File: src/rtl/parking_gate_sequencer.sv
// Parking lane front end: beam synchronizers/debouncers, passage-order FSM, occupancy count and sign.
// Optional passage timeout is compiled in with `define GATE_TIMEOUT_EN.
module parking_gate_sequencer #(
    parameter int DEBOUNCE_CYCLES  = 50000,
    parameter int CAPACITY         = 8,
    parameter int TIMEOUT_CYCLES   = 250000000,
    parameter int SIGN_HOLD_CYCLES = 100000000
) (
    input  logic       clk,
    input  logic       reset_n,
    input  logic       sensor_a,
    input  logic       sensor_b,
    output logic       entry_pulse,
    output logic       exit_pulse,
    output logic       reject_pulse,
    output logic [3:0] occupied,
    output logic       full,
    output logic       empty,
    output logic [2:0] traffic_sign
);
    localparam int DW = (DEBOUNCE_CYCLES > 1) ? $clog2(DEBOUNCE_CYCLES) : 1;
    localparam int HW = (SIGN_HOLD_CYCLES > 1) ? $clog2(SIGN_HOLD_CYCLES) : 1;
    localparam logic [DW-1:0] DEB_LAST  = DW'(DEBOUNCE_CYCLES - 1);
    localparam logic [HW-1:0] HOLD_LOAD = HW'(SIGN_HOLD_CYCLES - 1);
    localparam logic [3:0]    CAP       = 4'(CAPACITY);
    localparam logic [2:0]    SIGN_IDLE = 3'b001;
    localparam logic [2:0]    SIGN_GO   = 3'b010;
    localparam logic [2:0]    SIGN_STOP = 3'b100;

    typedef enum logic [2:0] {IDLE, IN1, IN2, IN3, OUT1, OUT2, OUT3, WAIT_CLEAR} state_t;

    function automatic logic [2:0] rest_sign(input logic is_full);
        if (is_full) begin
            rest_sign = SIGN_STOP;
        end else begin
            rest_sign = SIGN_IDLE;
        end
    endfunction

    logic          a_meta_r, a_sync_r, b_meta_r, b_sync_r;
    logic          da_r, db_r;
    logic [DW-1:0] a_cnt_r, b_cnt_r;
    logic [1:0]    lv_s;
    state_t        state_r, state_next_s;
    logic          entry_done_s, exit_done_s, timeout_s, to_hit_s;
    logic          entry_ok_s, exit_ok_s, reject_s;
    logic [3:0]    occ_next_s;
    logic          entry_r, exit_r, reject_r, full_r, empty_r;
    logic [3:0]    occ_r;
    logic [2:0]    sign_r;
    logic [HW-1:0] hold_r;

    assign lv_s = {da_r, db_r};

    // Two-stage synchronizers for the asynchronous beam inputs
    always_ff @(posedge clk or negedge reset_n) begin
        if (!reset_n) begin
            a_meta_r <= 1'b0;
            a_sync_r <= 1'b0;
            b_meta_r <= 1'b0;
            b_sync_r <= 1'b0;
        end else begin
            a_meta_r <= sensor_a;
            a_sync_r <= a_meta_r;
            b_meta_r <= sensor_b;
            b_sync_r <= b_meta_r;
        end
    end

    // Debounce: a new level is accepted only after DEBOUNCE_CYCLES consecutive differing samples
    always_ff @(posedge clk or negedge reset_n) begin
        if (!reset_n) begin
            da_r    <= 1'b0;
            db_r    <= 1'b0;
            a_cnt_r <= {DW{1'b0}};
            b_cnt_r <= {DW{1'b0}};
        end else begin
            if (a_sync_r == da_r) begin
                a_cnt_r <= {DW{1'b0}};
            end else if (a_cnt_r == DEB_LAST) begin
                da_r    <= a_sync_r;
                a_cnt_r <= {DW{1'b0}};
            end else begin
                a_cnt_r <= a_cnt_r + DW'(1);
            end
            if (b_sync_r == db_r) begin
                b_cnt_r <= {DW{1'b0}};
            end else if (b_cnt_r == DEB_LAST) begin
                db_r    <= b_sync_r;
                b_cnt_r <= {DW{1'b0}};
            end else begin
                b_cnt_r <= b_cnt_r + DW'(1);
            end
        end
    end

`ifdef GATE_TIMEOUT_EN
    localparam int TW = (TIMEOUT_CYCLES > 1) ? $clog2(TIMEOUT_CYCLES) : 1;
    localparam logic [TW-1:0] TO_LAST = TW'(TIMEOUT_CYCLES - 1);
    logic [TW-1:0] to_cnt_r;
    logic          to_active_s;

    assign to_active_s = (state_r != IDLE) && (state_r != WAIT_CLEAR);
    assign to_hit_s    = to_active_s && (to_cnt_r == TO_LAST);

    // Age of the current passage state; restarts on every state change
    always_ff @(posedge clk or negedge reset_n) begin
        if (!reset_n) begin
            to_cnt_r <= {TW{1'b0}};
        end else if ((state_next_s != state_r) || !to_active_s) begin
            to_cnt_r <= {TW{1'b0}};
        end else begin
            to_cnt_r <= to_cnt_r + TW'(1);
        end
    end
`else
    assign to_hit_s = 1'b0;
`endif

    // Passage FSM state register
    always_ff @(posedge clk or negedge reset_n) begin
        if (!reset_n) begin
            state_r <= IDLE;
        end else begin
            state_r <= state_next_s;
        end
    end

    // Passage decode; any two-beam change at once abandons the passage via WAIT_CLEAR
    always_comb begin
        state_next_s = state_r;
        entry_done_s = 1'b0;
        exit_done_s  = 1'b0;
        timeout_s    = 1'b0;
        case (state_r)
            IDLE: case (lv_s)
                2'b10:   state_next_s = IN1;
                2'b01:   state_next_s = OUT1;
                2'b11:   state_next_s = WAIT_CLEAR;
                default: state_next_s = IDLE;
            endcase
            IN1: case (lv_s)
                2'b11:   state_next_s = IN2;
                2'b00:   state_next_s = IDLE;
                2'b01:   state_next_s = WAIT_CLEAR;
                default: state_next_s = IN1;
            endcase
            IN2: case (lv_s)
                2'b01:   state_next_s = IN3;
                2'b10:   state_next_s = IN1;
                2'b00:   state_next_s = WAIT_CLEAR;
                default: state_next_s = IN2;
            endcase
            IN3: case (lv_s)
                2'b00: begin
                    state_next_s = IDLE;
                    entry_done_s = 1'b1;
                end
                2'b11:   state_next_s = IN2;
                2'b10:   state_next_s = WAIT_CLEAR;
                default: state_next_s = IN3;
            endcase
            OUT1: case (lv_s)
                2'b11:   state_next_s = OUT2;
                2'b00:   state_next_s = IDLE;
                2'b10:   state_next_s = WAIT_CLEAR;
                default: state_next_s = OUT1;
            endcase
            OUT2: case (lv_s)
                2'b10:   state_next_s = OUT3;
                2'b01:   state_next_s = OUT1;
                2'b00:   state_next_s = WAIT_CLEAR;
                default: state_next_s = OUT2;
            endcase
            OUT3: case (lv_s)
                2'b00: begin
                    state_next_s = IDLE;
                    exit_done_s  = 1'b1;
                end
                2'b11:   state_next_s = OUT2;
                2'b01:   state_next_s = WAIT_CLEAR;
                default: state_next_s = OUT3;
            endcase
            WAIT_CLEAR: begin
                if (lv_s == 2'b00) begin
                    state_next_s = IDLE;
                end else begin
                    state_next_s = WAIT_CLEAR;
                end
            end
            default: state_next_s = IDLE;
        endcase
        if (to_hit_s && (state_next_s == state_r)) begin
            state_next_s = WAIT_CLEAR;
            timeout_s    = 1'b1;
        end else begin
            timeout_s    = 1'b0;
        end
    end

    // Accept/reject decision; saturation comes from these checks, never from wrap logic
    always_comb begin
        entry_ok_s = 1'b0;
        exit_ok_s  = 1'b0;
        reject_s   = timeout_s;
        occ_next_s = occ_r;
        if (entry_done_s) begin
            if (occ_r < CAP) begin
                entry_ok_s = 1'b1;
                occ_next_s = occ_r + 4'd1;
            end else begin
                reject_s   = 1'b1;
            end
        end else if (exit_done_s) begin
            if (occ_r > 4'd0) begin
                exit_ok_s  = 1'b1;
                occ_next_s = occ_r - 4'd1;
            end else begin
                reject_s   = 1'b1;
            end
        end else begin
            occ_next_s = occ_r;
        end
    end

    // Event pulses, occupancy flags and the held traffic sign
    always_ff @(posedge clk or negedge reset_n) begin
        if (!reset_n) begin
            entry_r  <= 1'b0;
            exit_r   <= 1'b0;
            reject_r <= 1'b0;
            occ_r    <= 4'd0;
            full_r   <= 1'b0;
            empty_r  <= 1'b1;
            sign_r   <= SIGN_IDLE;
            hold_r   <= {HW{1'b0}};
        end else begin
            entry_r  <= entry_ok_s;
            exit_r   <= exit_ok_s;
            reject_r <= reject_s;
            occ_r    <= occ_next_s;
            full_r   <= (occ_next_s == CAP);
            empty_r  <= (occ_next_s == 4'd0);
            if (entry_ok_s || exit_ok_s) begin
                hold_r <= HOLD_LOAD;
                sign_r <= SIGN_GO;
            end else if (reject_s) begin
                hold_r <= HOLD_LOAD;
                sign_r <= SIGN_STOP;
            end else if (hold_r != {HW{1'b0}}) begin
                hold_r <= hold_r - HW'(1);
            end else begin
                sign_r <= rest_sign(full_r);
            end
        end
    end

    assign entry_pulse  = entry_r;
    assign exit_pulse   = exit_r;
    assign reject_pulse = reject_r;
    assign occupied     = occ_r;
    assign full         = full_r;
    assign empty        = empty_r;
    assign traffic_sign = sign_r;

endmodule

File: config.mk
export PLATFORM = sky130hd
export DESIGN_NAME = parking_gate_sequencer
export DESIGN_NICKNAME = d
export VERILOG_FILES = /design/src/rtl/parking_gate_sequencer.sv
export SDC_FILE = /design/constraint.sdc
export NUM_CORES = 1
export LEC_CHECK = 0
export ABC_AREA = 1
export BUFFER_PORTS_ARGS = -buffer_cell sky130_fd_sc_hd__buf_2
export CORE_UTILIZATION = 55
export CTS_BUF_LIST = sky130_fd_sc_hd__clkbuf_16
export CTS_CLUSTER_SIZE = 16
export DETAILED_ROUTE_END_ITERATION = 10
export PLACE_DENSITY_LB_ADDON = 0.25
export SYNTH_ARGS = -nofsm -noshare
export SYNTH_HDL_FRONTEND = slang
export SYNTH_SLANG_ARGS = --single-unit
export TNS_END_PERCENT = 5
File: constraint.sdc
create_clock -name clk -period 1.79 [get_ports clk]
set_input_delay 0.0895 -clock clk [delete_from_list [all_inputs] [get_ports clk]]
set_output_delay 0.0895 -clock clk [all_outputs]
set_load 0.005 [all_outputs]
==> run_results.csv <==
group,metric,value,unit
routing,drtAntennaViolNets,0,
cts,clkTransAtPathRegs,0.06,ns
worst_hold_path,min_path_type,"in -> async",
die,die_y,93.4,um
cells_and_area,utilization,66.8,%
cells_and_area,multi_input_area,2240,um^2
logic_synthesis,synthDominantCellAreaShare,42.4,%
power,leakage,2.74,nW
cells_and_area,antenna_cells,0,
setup_path,crit_type,"reg -> reg",
setup_path,cp-start-kind,"register",
routing,drt_iter0_drc,222,
timing,setup_violations,0,
logic_synthesis,yosys-top-cells-area,"dfrtp_1 (42%), nand2_1 (9.2%), nor2_1 (8.7%), inv_1 (6.7%), nand3_1 (5.4%)",
grt,track_usage,24.4,%
placed_design,place_ws,0.0236,ns
cells_and_area,final_cell_mix,"nand2_1 (113), nor2_1 (106), inv_1 (84)",
cts,h-tree-depth,3,
power,internal_power,2.77,mW
placed_design,placement.cell_area,4940,um^2
cts,clock_path_buffers,2,
cells_and_area,nNetsFinal,667,
power,finalPower,3.53,mW
logic_synthesis,yosysWarnings,0,
setup_path,path_max_fanout,9,
logic_synthesis,synth_fp_nets,620,
logic_synthesis,synthCells,604,
logic_synthesis,synth.distinct_cells,44,
die,dieArea,8730,um^2
timing,fin_crit,1.76,ns
power,swShare,21.5,%
logic_synthesis,syn_area,4600,um^2
grt,grt.overflow.total,0,
routing,post_drt_wl_per_cell,13.0,um
timing,hold_violations,0,
logic_synthesis,synth_edf_count,0,
cts,cts_buffers,9,
power,ir_worst_vdd,0.000509,V
timing,fmax,0.568,GHz
placed_design,place_hpwl,7150,um
timing,fin_crit_sh,98.4,%
timing,rsz0062_at_grt,"true",
grt,grt_pass1_wl,16800,um
die,die_w,93.4,um
power,clkPwrFrac,45.6,%
power,p_per_area,669,nW/um^2
logic_synthesis,synth-seq-cells,80,
cells_and_area,seqCellArea,2000,um^2
placed_design,port_buffers,15,
die,num_rows,32,
outcome,status,"complete, no violations",
cells_and_area,layout-drive-gt1-share,13.6,%
cts,cts_tree,"yes",
routing,drc_errors,0,
setup_path,worstPathArrival,1.96,ns
timing,finalSetupTns,0,ns
routing,vias_per_cell,5.34,
logic_synthesis,ys_seq_area_share,43.6,%
die,start_util,58.3,%
cells_and_area,layout_commonest_cell,"nand2_1",
grt,grt_pass1_vias,3806,
cts,clock_sinks,80,
cts,cts-root-buf,"clkbuf_16",
logic_synthesis,synth_area_per_cell,7.61,um^2
die,core_area,7890,um^2
routing,via_count,4051,
setup_path,critPathCaptureType,"register",
grt,grt_max_degree,81,
logic_synthesis,yosys.area.top_type,"dfrtp_1",
power,p_switching,760,uW
routing,dr.pass1.iters,5,
cells_and_area,area_growth_syn_to_layout,14.6,%
cells_and_area,fillers,663,
timing,slew_viol_final,0,
setup_path,required,1.99,ns
power,power.share.combinational,2.4,%
logic_synthesis,synthArstFlopShare,100,%
timing,slew_headroom,67.1,%
cts,clk_latency,0.33,ns
routing,totalWireLength,9860,um
placed_design,place.gp.congestion,0.921,
die,ioPinCount,16,
power,p_seq_share,52.0,%
logic_synthesis,synthFlopType,"dfrtp_1",
timing,skew,0.00755,ns
grt,antenna_found_initial,0,
job,drv_cap,0,
timing,final.setup.worst_slack,0.0292,ns
cells_and_area,final_cell_area,5270,um^2
timing,tightest_slew,0.490,ns
## per-stage QoR
stage	instances	hold slack (ns)
after global placement	737	0.148
after detailed placement	737	0.148
after global routing	758	0.356
final	758	0.288
after floorplan	604	-0.206
after CTS	756	0.337
## worst max-delay path: stages (launching register included)
cell	delay, ns
dfrtp_1	0.38
inv_1	0.09
ha_1	0.21
nand2_2	0.14
nor2_4	0.12
nand2_2	0.09
nor2_4	0.10
nand3_2	0.20
nor2_2	0.19
o21ai_0	0.11
## cell families (layout without fill, tap and decap cells)
logic type / after synthesis / count (layout) / share of synthesized area, %
flops: 80 / 80 / 43.6
compound gates: 56 / 56 / 7.35
buf+inv: 95 / 147 / 8.22
fa+ha+maj: 12 / 12 / 3.27
simple gates: 342 / 342 / 34.0
xor+xnor: 19 / 19 / 3.62
## Yosys cell counts, drive strengths merged (3+ instances only)
library cell  instances
nand2               118
or2                   4
nor3                 29
a21oi                16
nand3b                4
nand4                17
ha                   12
a31oi                 3
xnor2                 7
xor2                 12
inv                  89
nor2                114
o21ai                23
dfrtp                78
o21bai                4
nand3                51
buf                   5
## layer usage
layer,GRT usage (%),vias to the layer above,share of wire [%]
li1,-,2040,-
met1,30.2,1897,45
met2,41.9,97,49
met3,4.96,17,3.8
met4,9.62,0,2.1
met5,0,-,0
## worst paths after layout
path                                       start                     to  slack, ns  cells after the start
setup / recovery           hold_r[0]$_DFFE_PN0P_  hold_r[0]$_DFFE_PN0P_       0.03                      9
setup reg to reg           hold_r[0]$_DFFE_PN0P_  hold_r[0]$_DFFE_PN0P_       0.03                      9
hold reg to reg               a_meta_r$_DFF_PN0_     a_sync_r$_DFF_PN0_       0.35                      0
hold / removal                           reset_n  entry_pulse$_DFF_PN0_       0.29                      3
min in group clk              a_meta_r$_DFF_PN0_     a_sync_r$_DFF_PN0_       0.35                      0
max in group asynchronous                reset_n       db_r$_DFFE_PN0P_       1.11                      3
## sequential cells by signal, summed over array words and instances, names as in the netlist, 3 cells and up
register and cells:
state_r 3, b_cnt_r 16, traffic_sign 3, a_cnt_r 16, occupied 4, hold_r 27
## area by class of cell
class                      count  share of cell area, %
clock buffer                   9                   4.27
clock inverter                 7                  0.641
inverter                      89                   6.34
multi-input combinational    429                   42.5
sequential                    80                   38.0
tap                          102                   2.42
timing repair buffer          42                   5.77
## power groups by stage
stage                     Combinational, mW  Clock, mW  Sequential, mW
final                                0.0861       1.61            1.83
after global routing                  0.102       1.73            1.83
after global placement               0.0836          0            1.87
after floorplan                      0.0307          0            1.87
after detailed placement             0.0849          0            1.87
after CTS                            0.0899       1.64            1.83
## repair_timing
action,4_1_cts,5_1_grt
buffers inserted,0,2
resized for setup,2,5
hold endpoints to repair,80,0
pin swaps,0,0
hold buffers,3,0
setup endpoints to repair,2,18
cloned,0,0
Note: power is estimated with default switching activity, not from simulation.
